$ cat config.mk
export PLATFORM = sky130hd
export DESIGN_NAME = timer_counter
export DESIGN_NICKNAME = d
export VERILOG_FILES = /design/src/rtl/timer_counter.sv
export SDC_FILE = /design/constraint.sdc
export NUM_CORES = 1
export LEC_CHECK = 0
export CAP_MARGIN = 20
export CORE_MARGIN = 3
export CORE_UTILIZATION = 45
export DETAILED_ROUTE_END_ITERATION = 6
export GPL_TIMING_DRIVEN = 0
export PLACE_DENSITY = 0.76
export SYNTH_ARGS = -nofsm -noshare
export SYNTH_HDL_FRONTEND = slang
export SYNTH_SLANG_ARGS = --single-unit
$ cat constraint.sdc
create_clock -name clk -period 2.75 [get_ports clk]
set_clock_uncertainty 0.05 [all_clocks]
set_input_delay 0.55 -clock clk [delete_from_list [all_inputs] [get_ports clk]]
set_output_delay 0.55 -clock clk [all_outputs]
set_load 0.05 [all_outputs]
$ cat src/rtl/timer_counter.sv
`default_nettype none
// +--------------------------------------------------------------------------+
// | Module   : timer_counter                                                 |
// | Brief    : Memory-mapped down-counting timer with interrupt output.      |
// |            Registers: CTRL (idx 0), PRESET (idx 1), COUNT (idx 2, RO).   |
// |            Optional byte-enable writes when TC_BYTEEN_EN is defined.     |
// | Revision : 1.0 - initial release                                         |
// +--------------------------------------------------------------------------+
module timer_counter #(
  parameter int CNT_W = 32
) (
  input  logic        clk,
  input  logic        reset,
  input  logic [31:0] addr,
  input  logic        we,
  input  logic [31:0] wdata,
  input  logic [3:0]  byteen,
  output logic [31:0] rdata,
  output logic        irq
);

  typedef enum logic [1:0] {
    ST_IDLE = 2'd0,
    ST_LOAD = 2'd1,
    ST_CNT  = 2'd2,
    ST_INT  = 2'd3
  } state_t;

  localparam logic [1:0] C_IDX_CTRL   = 2'd0;
  localparam logic [1:0] C_IDX_PRESET = 2'd1;
  localparam logic [1:0] C_IDX_COUNT  = 2'd2;

  state_t           state_q, state_d;
  logic [3:0]       ctrl_q, ctrl_d;
  logic [CNT_W-1:0] preset_q, preset_d;
  logic [CNT_W-1:0] count_q, count_d;
  logic             irq_flag_q, irq_flag_d;

  logic [31:0]      w_mask;
  logic             w_wr;
  logic             w_wr_ctrl;
  logic             w_wr_preset;
  logic             w_auto;
  logic [31:0]      w_preset_ext;
  logic [31:0]      w_preset_new;
  logic [3:0]       w_ctrl_new;
  logic             unused_ok;

`ifdef TC_BYTEEN_EN
  // Byte lanes merge into CTRL/PRESET; an all-zero byteen is not a write at all.
  assign w_mask = {{8{byteen[3]}}, {8{byteen[2]}}, {8{byteen[1]}}, {8{byteen[0]}}};
  assign w_wr   = we & (|byteen);
`else
  assign w_mask = 32'hFFFF_FFFF;
  assign w_wr   = we;
`endif

  assign w_wr_ctrl   = w_wr && (addr[3:2] == C_IDX_CTRL);
  assign w_wr_preset = w_wr && (addr[3:2] == C_IDX_PRESET);

  // Only MODE=01 is auto-reload; 10/11 fall back to one-shot.
  assign w_auto = (ctrl_q[2:1] == 2'b01);

  assign w_ctrl_new   = (ctrl_q & ~w_mask[3:0]) | (wdata[3:0] & w_mask[3:0]);
  assign w_preset_new = (w_preset_ext & ~w_mask) | (wdata & w_mask);

  assign irq = ctrl_q[3] & irq_flag_q;

  // Only addr[3:2] is decoded; byteen matters only in the byte-enable build.
  assign unused_ok = &{1'b0, addr[31:4], addr[1:0], byteen};

  // Zero-extend PRESET to bus width for byte merging.
  always_comb begin
    w_preset_ext              = '0;
    w_preset_ext[CNT_W-1:0]   = preset_q;
  end

  // Combinational read mux; index 3 reads zero.
  always_comb begin
    rdata = '0;
    case (addr[3:2])
      C_IDX_CTRL:   rdata[3:0]       = ctrl_q;
      C_IDX_PRESET: rdata[CNT_W-1:0] = preset_q;
      C_IDX_COUNT:  rdata[CNT_W-1:0] = count_q;
      default:      rdata            = '0;
    endcase
  end

  // Next-state: flag clear by bus, then FSM (whose flag set wins), then bus register writes (CTRL write beats INT EN clear).
  always_comb begin
    state_d    = state_q;
    ctrl_d     = ctrl_q;
    preset_d   = preset_q;
    count_d    = count_q;
    irq_flag_d = irq_flag_q;

    if ((w_wr_ctrl || w_wr_preset) && !w_auto) begin
      irq_flag_d = 1'b0;
    end

    case (state_q)
      ST_IDLE: begin
        if (ctrl_q[0]) begin
          state_d = ST_LOAD;
        end
      end
      ST_LOAD: begin
        count_d = preset_q;
        state_d = ST_CNT;
      end
      ST_CNT: begin
        if (!ctrl_q[0]) begin
          state_d = ST_IDLE;
        end else if (count_q > CNT_W'(1)) begin
          count_d = count_q - CNT_W'(1);
        end else begin
          // PRESET of 0 or 1 lands here directly, so COUNT never wraps.
          count_d    = '0;
          irq_flag_d = 1'b1;
          state_d    = ST_INT;
        end
      end
      ST_INT: begin
        if (w_auto) begin
          irq_flag_d = 1'b0;
        end else begin
          ctrl_d[0] = 1'b0;
        end
        state_d = ST_IDLE;
      end
      default: state_d = ST_IDLE;
    endcase

    if (w_wr_ctrl) begin
      ctrl_d = w_ctrl_new;
    end
    if (w_wr_preset) begin
      preset_d = w_preset_new[CNT_W-1:0];
    end
  end

  // State registers with asynchronous active-high reset.
  always_ff @(posedge clk or posedge reset) begin
    if (reset) begin
      state_q    <= ST_IDLE;
      ctrl_q     <= '0;
      preset_q   <= '0;
      count_q    <= '0;
      irq_flag_q <= 1'b0;
    end else begin
      state_q    <= state_d;
      ctrl_q     <= ctrl_d;
      preset_q   <= preset_d;
      count_q    <= count_d;
      irq_flag_q <= irq_flag_d;
    end
  end

endmodule
`default_nettype wire

Word level (Yosys, flattened, before mapping)
Index checks and enable logic that the tools add are counted.
{"block": "word_totals", "latch_bits": 0, "mem_bits_ro": 0, "wordCells": 48, "mem_bits_rw": 0, "inputBits": 71, "memories": 0, "reg_bits": 71, "output_inout_bits": 33}
{"block": "classes", "add_sub_neg": 1, "reduce_logical": 12, "n_div": 0, "n_bitwise": 1, "n_mux": 17, "shift": 0, "n_lt_le_gt_ge": 1, "eq_ne": 10, "n_mul": 0}
{"operator": "$mux W32", "count": 2}
{"operator": "$pmux W32 S2", "count": 1}
{"operator": "$pmux W28 S2", "count": 1}
{"operator": "$gt A32 B1 Y1 const B", "count": 1}
{"operator": "$sub A32 B1 Y32 const B", "count": 1}
{"operator": "$pmux W4 S3", "count": 1}
{"operator": "$pmux W2 S4", "count": 1}
{"operator": "$mux W1", "count": 7}
{"operator": "$eq A2 B1 Y1 const B", "count": 3}
{"operator": "$eq A2 B2 Y1 const B", "count": 3}
{"operator": "$mux W2", "count": 3}
{"operator": "$ne A2 B2 Y1 const B", "count": 3}
{"operator": "$reduce_and A2 Y1", "count": 3}
{"operator": "$logic_not A2 Y1", "count": 2}
{"operator": "$reduce_bool A2 Y1", "count": 2}
{"operator": "$logic_and A1 B1 Y1", "count": 3}
{"operator": "$ne A3 B3 Y1 const B", "count": 1}
{"operator": "$pmux W1 S2", "count": 1}
{"operator": "$and A1 B1 Y1", "count": 1}
{"operator": "$logic_not A1 Y1", "count": 1}
{"operator": "$logic_or A1 B1 Y1", "count": 1}

Logic depth before layout (Yosys ltp)
{"block": "logic_depth", "word_depth": 8, "ltp_mapped": 9, "depth_no_buf": 7}

Worst setup path after synthesis
Ideal clock, no wire load.
{"block": "synth_path", "path_kind": "input -> output", "startpoint": "in addr[3]", "endpoint": "out rdata[11]", "path_stages": 6, "n_path_buf": 2, "required_ps": 2150, "slack_ps": 144, "t_arrival_ps": 2006, "cell_sequence": "inv_1 > ha_1 > clkbuf_1 > clkbuf_1 > a22oi_1 > nor2b_1"}
{"block": "synth_via", "elab_chain_len": 2, "word_cells_on_any_way": 3, "cone_classes": "eq/ne: 2; mux: 1"}
{"item": "from (decl)", "line": "14", "text": "input logic [31:0] addr,"}
{"item": "$eq A2 B2 Y1 or $eq A2 B1 Y1 (tied branches)", "line": "81", "text": "case (addr[3:2])"}
{"item": "$pmux W28 S2 (*)", "line": "81"}
{"item": "to (decl)", "line": "18", "text": "output logic [31:0] rdata,"}
Mark *: on every way between the ends. The rest lies on a longest branch, timed or not.

Worst setup path after layout
{"block": "layout_path", "startpoint": "reg count_q[16]", "endpoint": "reg count_q[4]"}
{"block": "layout_via", "elab_chain_len": 4}
{"item": "from (decl)", "line": "36", "text": "logic [CNT_W-1:0] count_q, count_d;"}
{"item": "from (signal assigned)", "line": "154", "text": "count_q <= count_d;"}
{"item": "$gt A32 B1 Y1", "line": "114", "text": "end else if (count_q > CNT_W'(1)) begin"}
{"item": "$mux W32", "line": "114"}
{"item": "$mux W32", "line": "112", "text": "if (!ctrl_q[0]) begin"}
{"item": "$pmux W32 S2", "line": "101", "text": "case (state_q)"}
Every way passes these cells. The select of a mux whose other input is x is not followed.
A chain may end at the register's enable or synchronous reset.

==> metrics.csv <==
metric;value;unit
Worst path max stage delay;0.52;ns
wire length reported by the detailed router;14200;um
Yosys reg bits;71;
start point of the worst hold path;ctrl_q[3];
DP Worst Slack;-1.11;ns
clock buffers created by TritonCTS;9;
slowest library cell on the worst path;or4_4;
clock insertion delay at the later pin of the skew report;0.35;ns
ranking of synthesized cells by instance count;dfrtp_1 (71), a22oi_1 (40), mux2_2 (35), clkbuf_1 (30), nor2b_1 (30);
fraction of the yosys area taken by sequential cells;41.8;%
beginning of the worst register-to-register path;count_q[16];
DR iter-0 viols;424;
worst-case headroom to the max-slew limit;52.1;%
remaining number of nets flagged by the antenna check after routing;0;
Post-CTS Hold Fix Bufs;0;
crit path cell chain;buf_6 -> or4_4 -> buf_6 -> nor4_4 -> and4_4 -> buf_2 -> o31ai_1 -> a22o_1;
clock input transition at the sequential cells of the worst setup and hold paths;0.08;ns
number of enable flip-flop cells after synthesis;0;
CTS root buf;clkbuf_8;
critical setup path kind;register to register;
I/O Buffers;69;
total count of hold-check failures in the final report;0;
count of filler cells inserted in the layout;792;
Total GRT Usage;27.5;%
number of failing setup endpoints in the final timing report;0;
post-detailed-placement half-perimeter wirelength;9630;um
internal power consumption;3.04;mW
total area of multi-input combinational cells;2350;um^2
CP Launch Point;count_q[16];
antenna violations before repair;0;
post-route clock period utilization;98.4;%
arrival time of the worst setup path;2.89;ns
type of the most critical hold path;register to register;
gate count after technology mapping;443;
mapped cell area;4260;um^2
Storage cell area;1780;um^2
total power per unit cell area;969;nW/um^2
critical path data required time;2.94;ns
share of Yosys cell area claimed by the top area cell type;41.8;%
Die Height;103;um
first-pass GRT wire length;22200;um
capturing element type of the critical path;register;
last element of the critical path;count_q[4];
clock network fraction of design power;22.1;%
leading post-synthesis cells by cell area;dfrtp_1 (42%), mux2_2 (9.3%), a22oi_1 (7.1%), nor2b_1 (4.4%), clkbuf_1 (2.6%);
most used flip-flop cell after synthesis;dfrtp_1;
total count of max-transition violations in the final report;0;
final critical-path required period;2.71;ns
width of the chip;103;um
worst hold slack across all endpoints;0.488;ns
depth of the worst register-to-register path;8;
maximum number of pins on one net before global-route repair;72;
routed len/inst;22.1;um
max-cap check violation count;0;
final routed DRC violation total;0;
most frequent cell after synthesis;dfrtp_1;
share of power burned in registers;34.3;%
Synthesized Nets;520;
DIE AREA;10700;um^2
TritonCTS clock tree;done;
length of the first detailed-routing pass in iterations;5;
worst-case vdd ir drop;437;uV
I/O pin count;104;
Mean Syn Cell Area;9.61;um^2
Post-synth ARST share;100;%
Sinks on Clock Net;71;
worst hold path cell count;1;
result of the run;finished clean;
final weighted congestion in routability-driven placement;0.988;
Leakage Power;2.22;nW
library cell with the largest summed area after synthesis;dfrtp_1;
Worst-Margin Slew;0.719;ns
number of distinct library cells after synthesis;51;
switching part of the total power;42.5;%
worst reg2reg endpoint;count_q[4];
CP dominant cell by count;buf_6;
final worst-path setup slack;0.0450;ns
via count of the first global-routing pass;4103;
H-tree lvl count;3;
post-synthesis to final-layout area growth;28.3;%
via/cell ratio;6.48;
number of standard-cell rows in the floorplan;34;
critical-path maximum fanout;10;
Yosys Warn Count;0;
via count of the routed design;4162;
placeable core region;8930;um^2
R2R setup slack;0.04;ns
number of diodes;0;
fin nets;606;
Overflow after GRT;0;
Max Freq;370;MHz
nature of the critical path startpoint;register;
number of buffers between clock root and the deepest sink;2;
Net Sw Power;2.25;mW
logic gate share of total power;43.6;%
effective utilization at floorplan;47.6;%
share of final-layout standard cells stronger than drive strength 1;23.6;%
[cell usage in the layout, fill, tap and decap left out, drive strengths merged, types with 8 or more instances in the layout]
| master | netlist | routed |
|---|---|---|
| nand2 | 23 | 23 |
| inv | 12 | 12 |
| dfrtp | 71 | 71 |
| nor2 | 16 | 16 |
| nor4 | 8 | 8 |
| mux2 | 35 | 35 |
| nand4 | 8 | 8 |
| or3 | 10 | 10 |
| nor3 | 9 | 9 |
| nand3 | 22 | 22 |
| o21ai | 12 | 12 |
| buf | 8 | 45 |
| a21oi | 13 | 13 |
| nor2b | 30 | 30 |
| a22oi | 40 | 40 |
| clkbuf | 30 | 41 |
| clkdlybuf4s50 | 0 | 35 |
[critical path, delay by kind of cell (launching register included)]
family,cells,cell delay (ns)
simple gates,3,1.21
buf+inv,3,0.56
compound gates,2,0.39
flops,1,0.37
[layer usage]
metal	vias to the layer above	share of wire, %	track usage [%]
met5	-	0	0
met4	0	1.6	9.86
met3	20	11	5.90
met2	254	48	43.2
met1	2023	40	37.7
li1	1865	-	-
[how the worst min path moves through the flow]
stage / endpoint
2_1_floorplan: irq_flag_q
3_3_place_gp: ctrl_q[3]
3_5_place_dp: ctrl_q[3]
4_1_cts: ctrl_q[3]
5_1_grt: ctrl_q[3]
6_report: ctrl_q[3]
[cell families after synthesis]
kind of cell	count (synthesis)	synth area share (%)
AOI/OAI and AO/OA	124	21.1
adders and majority gates	6	1.76
buffers and inverters	50	4.79
DFF	71	41.8
muxes	38	9.97
and+or+nand+nor	154	20.6
[state kept, by name (all words and copies together) (netlist names)]
name / count
preset_q: 32
count_q: 32
ctrl_q: 4
state_q: 2
irq_flag_q: 1
[power by group through the flow]
stage,Clock [mW],Combinational (mW),Sequential [mW]
global route,1.22,2.50,1.87
global placement,0,2.14,1.78
detailed placement,0,2.20,1.80
floorplan,0,1.59,1.67
finish,1.17,2.31,1.81
CTS,1.18,2.20,1.79
[through the flow]
step	utilization (%)	power (mW)	setup TNS (ns)	std cells	area, um^2
2_1_floorplan	-	3.26	0	443	4260
3_3_place_gp	56.9	3.92	-102.42	620	5080
3_5_place_dp	57.2	3.99	-36.83	621	5110
4_1_cts	60.4	5.16	0	637	5400
5_1_grt	61.1	5.58	-0.377	642	5460
6_report	61.1	5.29	0	642	5460
[layout make-up]
| cell class | instances | share of cell area [%] |
|---|---|---|
| Buffer | 37 | 4.08 |
| Multi-Input combinational cell | 322 | 43.1 |
| Clock buffer | 11 | 2.77 |
| Timing Repair Buffer | 76 | 11.8 |
| Tap cell | 108 | 2.47 |
| Clock inverter | 5 | 2.34 |
| Sequential cell | 71 | 32.5 |
| Inverter | 12 | 0.871 |
[what timing repair did]
item	CTS	global route
setup endpoints to repair	58	32
resized for setup	206	16
hold endpoints to repair	0	0
pin swaps	1	2
buffers inserted	1	4
(Power assumes the default switching activity.)
